### config.mk
export PLATFORM = sky130hd
export DESIGN_NAME = fetch_queue_unit
export DESIGN_NICKNAME = d
export VERILOG_FILES = /design/src/rtl/fetch_queue_unit_pkg.sv /design/src/rtl/fetch_queue_unit_fetch_fifo.sv /design/src/rtl/fetch_queue_unit.sv
export SDC_FILE = /design/constraint.sdc
export NUM_CORES = 2
export LEC_CHECK = 0
export ABC_AREA = 1
export BUFFER_PORTS_ARGS = -buffer_cell sky130_fd_sc_hd__buf_2
export CELL_PAD_IN_SITES_DETAIL_PLACEMENT = 2
export CELL_PAD_IN_SITES_GLOBAL_PLACEMENT = 2
export CORE_ASPECT_RATIO = 2
export CORE_UTILIZATION = 36
export DETAILED_ROUTE_END_ITERATION = 7
export PLACE_DENSITY = 0.82
export RECOVER_POWER = 50
export SLEW_MARGIN = 20
export SYNTH_ARGS = -nofsm -noshare
export SYNTH_HDL_FRONTEND = slang
export SYNTH_SLANG_ARGS = --single-unit
export TNS_END_PERCENT = 5
### constraint.sdc
create_clock -name clk_in -period 4.7 [get_ports clk_in]
set_input_delay 0.235 -clock clk_in [delete_from_list [all_inputs] [get_ports clk_in]]
set_output_delay 0.235 -clock clk_in [all_outputs]
set_load 0.02 [all_outputs]
### src/rtl/fetch_queue_unit_pkg.sv
// rtl/fetch_queue_unit_pkg.sv - shared predecode constants for the fetch queue unit
package fetch_queue_unit_pkg;

    // 32-bit major opcodes
    localparam logic [6:0] ob    = 7'b1100011;
    localparam logic [6:0] ojal  = 7'b1101111;
    localparam logic [6:0] ojalr = 7'b1100111;

    // RVC quadrants and funct3 codes
    localparam logic [1:0] RVC_Q1      = 2'b01;
    localparam logic [1:0] RVC_Q2      = 2'b10;
    localparam logic [2:0] RVC_F3_JAL  = 3'b001;
    localparam logic [2:0] RVC_F3_J    = 3'b101;
    localparam logic [2:0] RVC_F3_BEQZ = 3'b110;
    localparam logic [2:0] RVC_F3_BNEZ = 3'b111;
    localparam logic [2:0] RVC_F3_JR   = 3'b100;  // funct4 100x in quadrant 10

    localparam logic [31:0] HALT_INS = 32'h0ff00513;
    localparam logic [1:0]  BHT_INIT = 2'b01;

endpackage

### src/rtl/fetch_queue_unit_fetch_fifo.sv
// rtl/fetch_queue_unit_fetch_fifo.sv - synchronous fifo with flush buffering fetched instructions
module fetch_fifo #(
    parameter int WIDTH = 65,
    parameter int DEPTH = 4
) (
    input  logic             clk_in,
    input  logic             rst_in,
    input  logic             push,
    input  logic [WIDTH-1:0] push_data,
    input  logic             pop,
    input  logic             flush,
    output logic             full,
    output logic             empty,
    output logic [WIDTH-1:0] head
);

    localparam int PTR_W = $clog2(DEPTH);
    localparam logic [PTR_W-1:0] PTR_ONE  = {{(PTR_W-1){1'b0}}, 1'b1};
    localparam logic [PTR_W:0]   CNT_ONE  = {{PTR_W{1'b0}}, 1'b1};
    localparam logic [PTR_W:0]   FULL_CNT = {1'b1, {PTR_W{1'b0}}};

    logic [WIDTH-1:0] mem [DEPTH];
    logic [PTR_W-1:0] wr_ptr;
    logic [PTR_W-1:0] rd_ptr;
    logic [PTR_W:0]   count;
    logic             push_ok;
    logic             pop_ok;

    assign full    = (count == FULL_CNT);
    assign empty   = (count == '0);
    assign head    = mem[rd_ptr];
    assign push_ok = push && !full;
    assign pop_ok  = pop && !empty;

    always_ff @(posedge clk_in) begin
        if (push_ok) begin
            mem[wr_ptr] <= push_data;
        end
    end

    always_ff @(posedge clk_in) begin
        if (rst_in || flush) begin
            wr_ptr <= '0;
            rd_ptr <= '0;
            count  <= '0;
        end else begin
            if (push_ok) begin
                wr_ptr <= wr_ptr + PTR_ONE;
            end
            if (pop_ok) begin
                rd_ptr <= rd_ptr + PTR_ONE;
            end
            case ({push_ok, pop_ok})
                2'b10:   count <= count + CNT_ONE;
                2'b01:   count <= count - CNT_ONE;
                default: count <= count;
            endcase
        end
    end

endmodule

### src/rtl/fetch_queue_unit.sv
// rtl/fetch_queue_unit.sv - instruction fetch stage with fetch queue and 2-bit branch history table
module fetch_queue_unit
    import fetch_queue_unit_pkg::*;
#(
    parameter int BHT_IDX_W = 8,
    parameter int FQ_DEPTH  = 4
) (
    input  logic                 clk_in,
    input  logic                 rst_in,
    input  logic                 rdy_in,
    output logic [31:0]          out_PC,
    output logic                 ask_for,
    input  logic                 give_you,
    input  logic [31:0]          g_ins,
    output logic                 is_ins,
    output logic [31:0]          ins_addr,
    output logic [31:0]          ins,
    output logic                 pred_jmp,
    input  logic                 rob_rs_slb_full,
    input  logic                 rob_clear,
    input  logic [31:0]          rob_new_pc,
    input  logic                 cancel_stuck,
    input  logic                 is_res,
    input  logic [BHT_IDX_W-1:0] res_pc_part,
    input  logic                 res_jmp
);

    localparam int BHT_SIZE = 1 << BHT_IDX_W;

    logic [31:0] pc;
    logic        stuck;
    logic [1:0]  bht [BHT_SIZE];

    logic        fq_full;
    logic        fq_empty;
    logic        fq_push;
    logic        fq_pop;
    logic        fq_flush;
    logic [64:0] fq_head;

    logic        accept;
    logic        is_rvc;
    logic [31:0] ins_len;
    logic        is_jal;
    logic        is_cj;
    logic        is_br;
    logic        is_cb;
    logic        is_stall;
    logic        bht_pred;
    logic        pred;
    logic [31:0] next_pc;
    logic [31:0] j_imm;
    logic [31:0] b_imm;
    logic [31:0] cj_imm;
    logic [31:0] cb_imm;

    assign out_PC  = pc;
    // Registered occupancy only, so a full queue never sees push and pop together.
    assign ask_for = !stuck && !fq_full;
    assign accept  = give_you && ask_for;

    assign is_rvc  = (g_ins[1:0] != 2'b11);
    assign ins_len = is_rvc ? 32'd2 : 32'd4;

    assign is_jal = !is_rvc && (g_ins[6:0] == ojal);
    assign is_br  = !is_rvc && (g_ins[6:0] == ob);
    assign is_cj  = (g_ins[1:0] == RVC_Q1) &&
                    (g_ins[15:13] == RVC_F3_J || g_ins[15:13] == RVC_F3_JAL);
    assign is_cb  = (g_ins[1:0] == RVC_Q1) &&
                    (g_ins[15:13] == RVC_F3_BEQZ || g_ins[15:13] == RVC_F3_BNEZ);
    // jalr / c.jr / c.jalr / HALT: target unknown here, wait for the ROB
    assign is_stall = (!is_rvc && (g_ins[6:0] == ojalr)) ||
                      ((g_ins[1:0] == RVC_Q2) && (g_ins[15:13] == RVC_F3_JR) &&
                       (g_ins[11:7] != 5'd0) && (g_ins[6:2] == 5'd0)) ||
                      (g_ins == HALT_INS);

    assign j_imm  = {{12{g_ins[31]}}, g_ins[19:12], g_ins[20], g_ins[30:21], 1'b0};
    assign b_imm  = {{20{g_ins[31]}}, g_ins[7], g_ins[30:25], g_ins[11:8], 1'b0};
    assign cj_imm = {{20{g_ins[12]}}, g_ins[12], g_ins[8], g_ins[10:9], g_ins[6],
                     g_ins[7], g_ins[2], g_ins[11], g_ins[5:3], 1'b0};
    assign cb_imm = {{23{g_ins[12]}}, g_ins[12], g_ins[6:5], g_ins[2],
                     g_ins[11:10], g_ins[4:3], 1'b0};

    // Read of the current array contents gives the pre-write value on a same-index update.
    assign bht_pred = bht[pc[BHT_IDX_W:1]][1];
    assign pred     = (is_br || is_cb) && bht_pred;

    always_comb begin
        next_pc = pc + ins_len;
        if (is_stall) begin
            next_pc = pc;
        end else if (is_jal) begin
            next_pc = pc + j_imm;
        end else if (is_cj) begin
            next_pc = pc + cj_imm;
        end else if (is_br && bht_pred) begin
            next_pc = pc + b_imm;
        end else if (is_cb && bht_pred) begin
            next_pc = pc + cb_imm;
        end
    end

    assign fq_push  = rdy_in && !rob_clear && accept;
    assign fq_pop   = rdy_in && !rob_clear && !fq_empty && !rob_rs_slb_full;
    assign fq_flush = rdy_in && rob_clear;

    fetch_fifo #(
        .WIDTH (65),
        .DEPTH (FQ_DEPTH)
    ) u_fetch_fifo (
        .clk_in    (clk_in),
        .rst_in    (rst_in),
        .push      (fq_push),
        .push_data ({pc, g_ins, pred}),
        .pop       (fq_pop),
        .flush     (fq_flush),
        .full      (fq_full),
        .empty     (fq_empty),
        .head      (fq_head)
    );

    always_ff @(posedge clk_in) begin
        if (rst_in) begin
            for (int i = 0; i < BHT_SIZE; i++) begin
                bht[i] <= BHT_INIT;
            end
        end else if (rdy_in && is_res) begin
            if (res_jmp && bht[res_pc_part] != 2'b11) begin
                bht[res_pc_part] <= bht[res_pc_part] + 2'b01;
            end else if (!res_jmp && bht[res_pc_part] != 2'b00) begin
                bht[res_pc_part] <= bht[res_pc_part] - 2'b01;
            end
        end
    end

    always_ff @(posedge clk_in) begin
        if (rst_in) begin
            pc       <= '0;
            stuck    <= 1'b0;
            is_ins   <= 1'b0;
            ins_addr <= '0;
            ins      <= '0;
            pred_jmp <= 1'b0;
        end else if (rdy_in) begin
            if (rob_clear) begin
                pc     <= rob_new_pc;
                stuck  <= 1'b0;
                is_ins <= 1'b0;
            end else begin
                is_ins <= fq_pop;
                if (fq_pop) begin
                    {ins_addr, ins, pred_jmp} <= fq_head;
                end
                if (accept) begin
                    pc    <= next_pc;
                    stuck <= is_stall;
                end else if (stuck && cancel_stuck) begin
                    pc    <= rob_new_pc;
                    stuck <= 1'b0;
                end
            end
        end
    end

endmodule

* Word-level counts from Yosys, hierarchy flattened
Memories as Yosys holds them, arrays and structs flattened. A register that Yosys moved wholly into a read port is not among the register bits. Cells that the tools add are included.
Word-level totals: flip-flop bits (word level) 41, bits of input ports 81, latch bits 0, output and inout port bits 99, memories 2, memory bits (read-only) 0, memory bits (writable) 772
Operators by class: reduce and logical (&&, ||, !) cells 47, bitwise operators 2, eq/ne operators 17, multipliers 0, shifts and indexed selects 0, add/subtract/negate cells 11, div/mod/pow operators 0, mux-type cells 33, magnitude comparators 0
Memories:
- bht | words 256, width 2, read ports 2, clocked after memory_dff 1, wr ports 256, RTL line fetch_queue_unit.sv:32 | logic [1:0] bht [BHT_SIZE];
- u_fetch_fifo.mem | words 4, width 65, read ports 1, clocked after memory_dff 1, wr ports 1, RTL line fetch_queue_unit_fetch_fifo.sv:22 | logic [WIDTH-1:0] mem [DEPTH];
Operators with widths (number):
- $mux 32 | 8
- $add 32x32->32 | 4
- $add 32x3->32 | 1
- $eq 32x28->1 const B | 1
- $logic_and 1x1->1 | 24
- $mux 8 | 3
- $eq 7x7->1 const B | 3
- $mux 1 | 18
- $eq 3x3->1 const B | 5
- $logic_not 1->1 | 7
- $add 2x1->2 const B | 3
- $logic_or 1x1->1 | 6
- $pmux 3 s2 | 1
- $reduce_and 3->1 | 2
- $logic_not 5->1 | 1
- $reduce_bool 5->1 | 1
- $eq 2x1->1 const B | 2
- $eq 2x2->1 const B | 2
- $mux 2 | 2
- $ne 2x2->1 const B | 2
- $reduce_bool 2->1 | 2
- $add 3x1->3 const B | 1
- $eq 3x1->1 const B | 1
- $logic_not 3->1 | 1
- 9 further kinds | 9

* Longest topological paths before layout
depth in word-level cells 13, gate-level depth with buffers 37

* Modules after synthesis
A second synthesis with hierarchy kept.
Second synthesis, totals: cells, all modules 4750, area, all modules 44559.0 um^2
By module, submodules not included:
- fetch_queue_unit | sequential area each 17516.8 um^2, cells each 4049, area each 34100.2 um^2, instances 1
- fetch_fifo | sequential area each 7987.7 um^2, cells each 701, area each 10458.8 um^2, instances 1

* Least setup slack after synthesis
OpenSTA, ideal clock, no wires.
path kind reg2reg, start reg u_fetch_fifo.count[1], end mem u_fetch_fifo.mem[0][0], enable pin, arrival time 4460 ps, clock period less this slack 4948 ps, slack -248 ps, required time 4211 ps, buffers on the path 1, stages on the path, launching flop included 8, setup time 489 ps, path through dfxtp_1 -> inv_1 -> a31oi_1 -> nand2_1 -> nor2_1 -> clkbuf_1 -> nand2_1 -> nor2_1
On the way: longest elaborated chain between the ends 8
RTL lines:
- start, declared | RTL line fetch_queue_unit_fetch_fifo.sv:25 | logic [PTR_W:0] count;
- start signal, assigned | RTL line fetch_queue_unit_fetch_fifo.sv:54 | 2'b10: count <= count + CNT_ONE;
- start signal, assigned | RTL line fetch_queue_unit_fetch_fifo.sv:55 | 2'b01: count <= count - CNT_ONE;
- start signal, assigned | RTL line fetch_queue_unit_fetch_fifo.sv:56 | default: count <= count;
- $eq 3x3->1 | RTL line fetch_queue_unit_fetch_fifo.sv:29 | assign full = (count == FULL_CNT);
- $logic_not 1->1 | RTL line fetch_queue_unit.sv:59 | assign ask_for = !stuck && !fq_full;
- $logic_and 1x1->1 | RTL line fetch_queue_unit.sv:59
- net ask_for | RTL line fetch_queue_unit.sv:12 | output logic ask_for,
- $logic_and 1x1->1 | RTL line fetch_queue_unit.sv:60 | assign accept = give_you && ask_for;
- $logic_and 1x1->1 | RTL line fetch_queue_unit.sv:103 | assign fq_push = rdy_in && !rob_clear && accept;
- $logic_and 1x1->1 | RTL line fetch_queue_unit_fetch_fifo.sv:32 | assign push_ok = push && !full;
- $mux 1 | RTL line fetch_queue_unit_fetch_fifo.sv:36 | if (push_ok) begin
- $mux 1 (implied by the code) | RTL line fetch_queue_unit_fetch_fifo.sv:37 | mem[wr_ptr] <= push_data;
- end, declared | RTL line fetch_queue_unit_fetch_fifo.sv:22
The timed path passes the listed nets, and every way through them passes these cells.

==> out/metrics.cfg <==
[status]
status=complete, but fails checks
violations=negative setup slack

[detailed_routing]
route.detailed.drc=0
post_drt_wl_per_cell_um=37.0
ant_nets=0
drtIter0Drc=4520
vias=44500
wirelength_um=246000
first_pass_iters=7
viasPerCell=6.68

[power_and_ir_drop]
internal_power_uw=13600
vdd_ir_drop_max_mv=0.293
power.density_nw_per_um2=371
comb_power_share_pct=18.3
p_leak_uw=0.0193
p_seq_share_pct=44.5
p_sw_share_pct=32.2
report.power.total_uw=20000
p_sw_uw=6460
p_clk_share_pct=37.2

[placed_design]
placed_area_um2=48300
placed_cells=6371
hpwl_um=126000
port_buffers=179
pre_cts_slack_ns=-0.640
gp_congestion=0.912

[critical_path]
cp_max_fo=7
cp.arrival_ns=6.30
end_kind=register
worstSetupStartpointType=register
critPathMostFrequentCell=nand2_1
max_stage_delay_ns=0.43
r2r_cells=33
r2r_setup_slack_ns=-0.95
slowest_stage=dfxtp_4
timing.rr.end=out_PC[23]
critPathKind=reg2reg
setup.worst_path.end=out_PC[23]
required_ns=5.35

[cells_and_area]
fin_area_um2=54000
drive_above_1_share_pct=18.9
syn2layout_area_growth_pct=22.6
n_fill_cell=12500
nets=5145
final_cells=6661
layout_commonest_cell=nand3_1
mostFrequentLayoutCells=788 x nand3_1, 772 x edfxtp_1, 733 x nand2_1

[worst_hold_path]
worstHoldStart=rob_rs_slb_full
hold_path_class=in2reg

[timing]
tns_ns=-19.84
hold_violations=0
relSlewSlack_pct=7.95
final_max_slew_viol_count=0
setup-violations-final=35
min_period_over_period_pct=120
max_clock_freq_mhz=177
fin_ws_ns=-0.955
rsz0062_at_grt=yes
final.setup_skew_ns=0.0431
period_needed_ns=5.65
worstMarginPinSlew_ns=1.37

[floorplan]
io_pins=180
initial_utilization_pct=36.2
die_w_um=249
dieArea_um2=124000
core_um2=122000
die_h_um=497
rows=181

[clock_tree]
cts_buffers=83
cts_tree=done
clockBufferDepth=3
htree_levels=3
cts_root_buffer=clkbuf_16
clock-sinks=886
path_clk_slew_ns=0.09
clk_latency_ns=0.74

[synth]
ys_warn_count=0
synth.distinct_cells=48
syn_nets=4895
synthesis.area_um2=44100
syn_avg_cell_area_um2=9.23
synthCells=4777
ys_seq_elements=886
seq_area_frac_synth_pct=57.8
synth_edf_count=772
async_flop_share_pct=0
synth_top_area_cell=edfxtp_1
synthTopCellsByArea=edfxtp_1 53%, nand3_1 9.8%, nand2_1 6.5%
synth_top_area_share_pct=52.6
ys.flop_type=edfxtp_1

[global_route]
grt_overflow=0
grt_use_total_pct=35.1
antenna_found_initial=16
grt_pass1_vias=47300
grt_max_degree=192
grt_pass1_wl_um=322000

[run]
cap_viol_max_count=0

[registers in the layout, summed over array words and instances (netlist names), named ones only]
signal,count
stuck,1
ins_addr,32
bht,512
is_ins,1
out_PC,32
u_fetch_fifo.mem,260
u_fetch_fifo.rd_ptr,2
u_fetch_fifo.count,3
u_fetch_fifo.wr_ptr,2
ins,32
pred_jmp,1
[cell families (layout without fill, tap and decap cells)]
kind of cell             Yosys count  count (layout)  synth area share [%]
buffers and inverters            579             897                  5.63
AO/OA/AOI/OAI                    665             665                  8.90
AND/OR/NAND/NOR                 2595            2595                  26.3
flip-flops                       886             886                  57.8
adder cells (fa/ha/maj)           37              37                  1.08
XOR/XNOR                          15              15                 0.298
other                              0              11                     0
[what timing repair did]
action / CTS / global route
pin swaps: 38 / 94
setup endpoints to repair: 29 / 31
resized for setup: 137 / 228
endpoints found under the hold margin: 168 / 0
hold buffers: 66 / 0
buffers inserted: 19 / 32
cloned: 10 / 4
[power groups by stage]
stage	clock network, µW	logic (µW)	registers (µW)
after floorplan	0	1420	9000
after global placement	0	2690	9040
after detailed placement	0	2790	9060
after CTS	7170	3100	8890
after global routing	7620	3700	8930
final	7450	3670	8920
[layout make-up]
cell class	instances	area [µm²]	share of cell area (%)
Antenna cell	11	27.5	0.0509
Clock buffer	101	2240	4.14
Clock inverter	52	480	0.889
Inverter	116	480	0.889
Multi-Input combinational cell	3312	17700	32.8
Sequential cell	886	25500	47.1
Tap cell	1555	1950	3.60
Timing Repair Buffer	627	5650	10.5
Timing Repair inverter	1	16.3	0.0301
[layer usage]
metal	part of all wire (%)	vias up	global-route usage [%]
li1	-	17700	-
met1	32	22600	34.6
met2	49	2922	62.1
met3	8.3	1318	6.76
met4	11	12	31.5
met5	0.033	-	0.0391
[per-stage QoR]
stage,hold slack [ns],utilization [%]
3_3_place_gp,0.455,39.7
6_report,0.216,44.4
5_1_grt,0.228,44.4
4_1_cts,0.0651,43.3
2_1_floorplan,0.304,-
3_5_place_dp,0.494,39.7
[Yosys cell counts (2+ instances only)]
library cell    n
nand4_1       271
o21a_1         11
nor4_1          9
nand2_1       768
o21ai_1         4
nor3_1         29
a31oi_1       129
o221ai_1        2
clkbuf_1      309
nand3_1       862
or2_2           4
ha_1           35
xor2_1          8
nand3b_1        3
o211ai_1        4
a21oi_1        79
a22oi_1       127
o21ai_0       284
nor2_1        642
inv_1         108
o22ai_1         3
o21bai_1        2
o31ai_1         9
or2_0           2
fa_1            2
dfxtp_1       114
inv_2           6
buf_1          49
clkinv_1        2
a221oi_1        4
buf_2          68
xnor2_1         7
edfxtp_1      772
buf_6          21
buf_4          15
[worst min path at each step]
stage / endpoint / cells after the start
after floorplan: is_ins / 1
after global placement: is_ins / 2
after detailed placement: stuck / 1
after CTS: out_PC[29] / 5
after global routing: ins_addr[13] / 4
final: ins_addr[13] / 4
[worst max-delay path: cells and delay by family (launching register included)]
kind | cells | cell delay, ns
and+or+nand+nor | 20 | 2.96
buffers and inverters | 7 | 1.15
AOI/OAI and AO/OA | 5 | 0.77
DFF | 1 | 0.43
adders and majority gates | 1 | 0.19
Note: power is estimated with default switching activity, not from simulation.
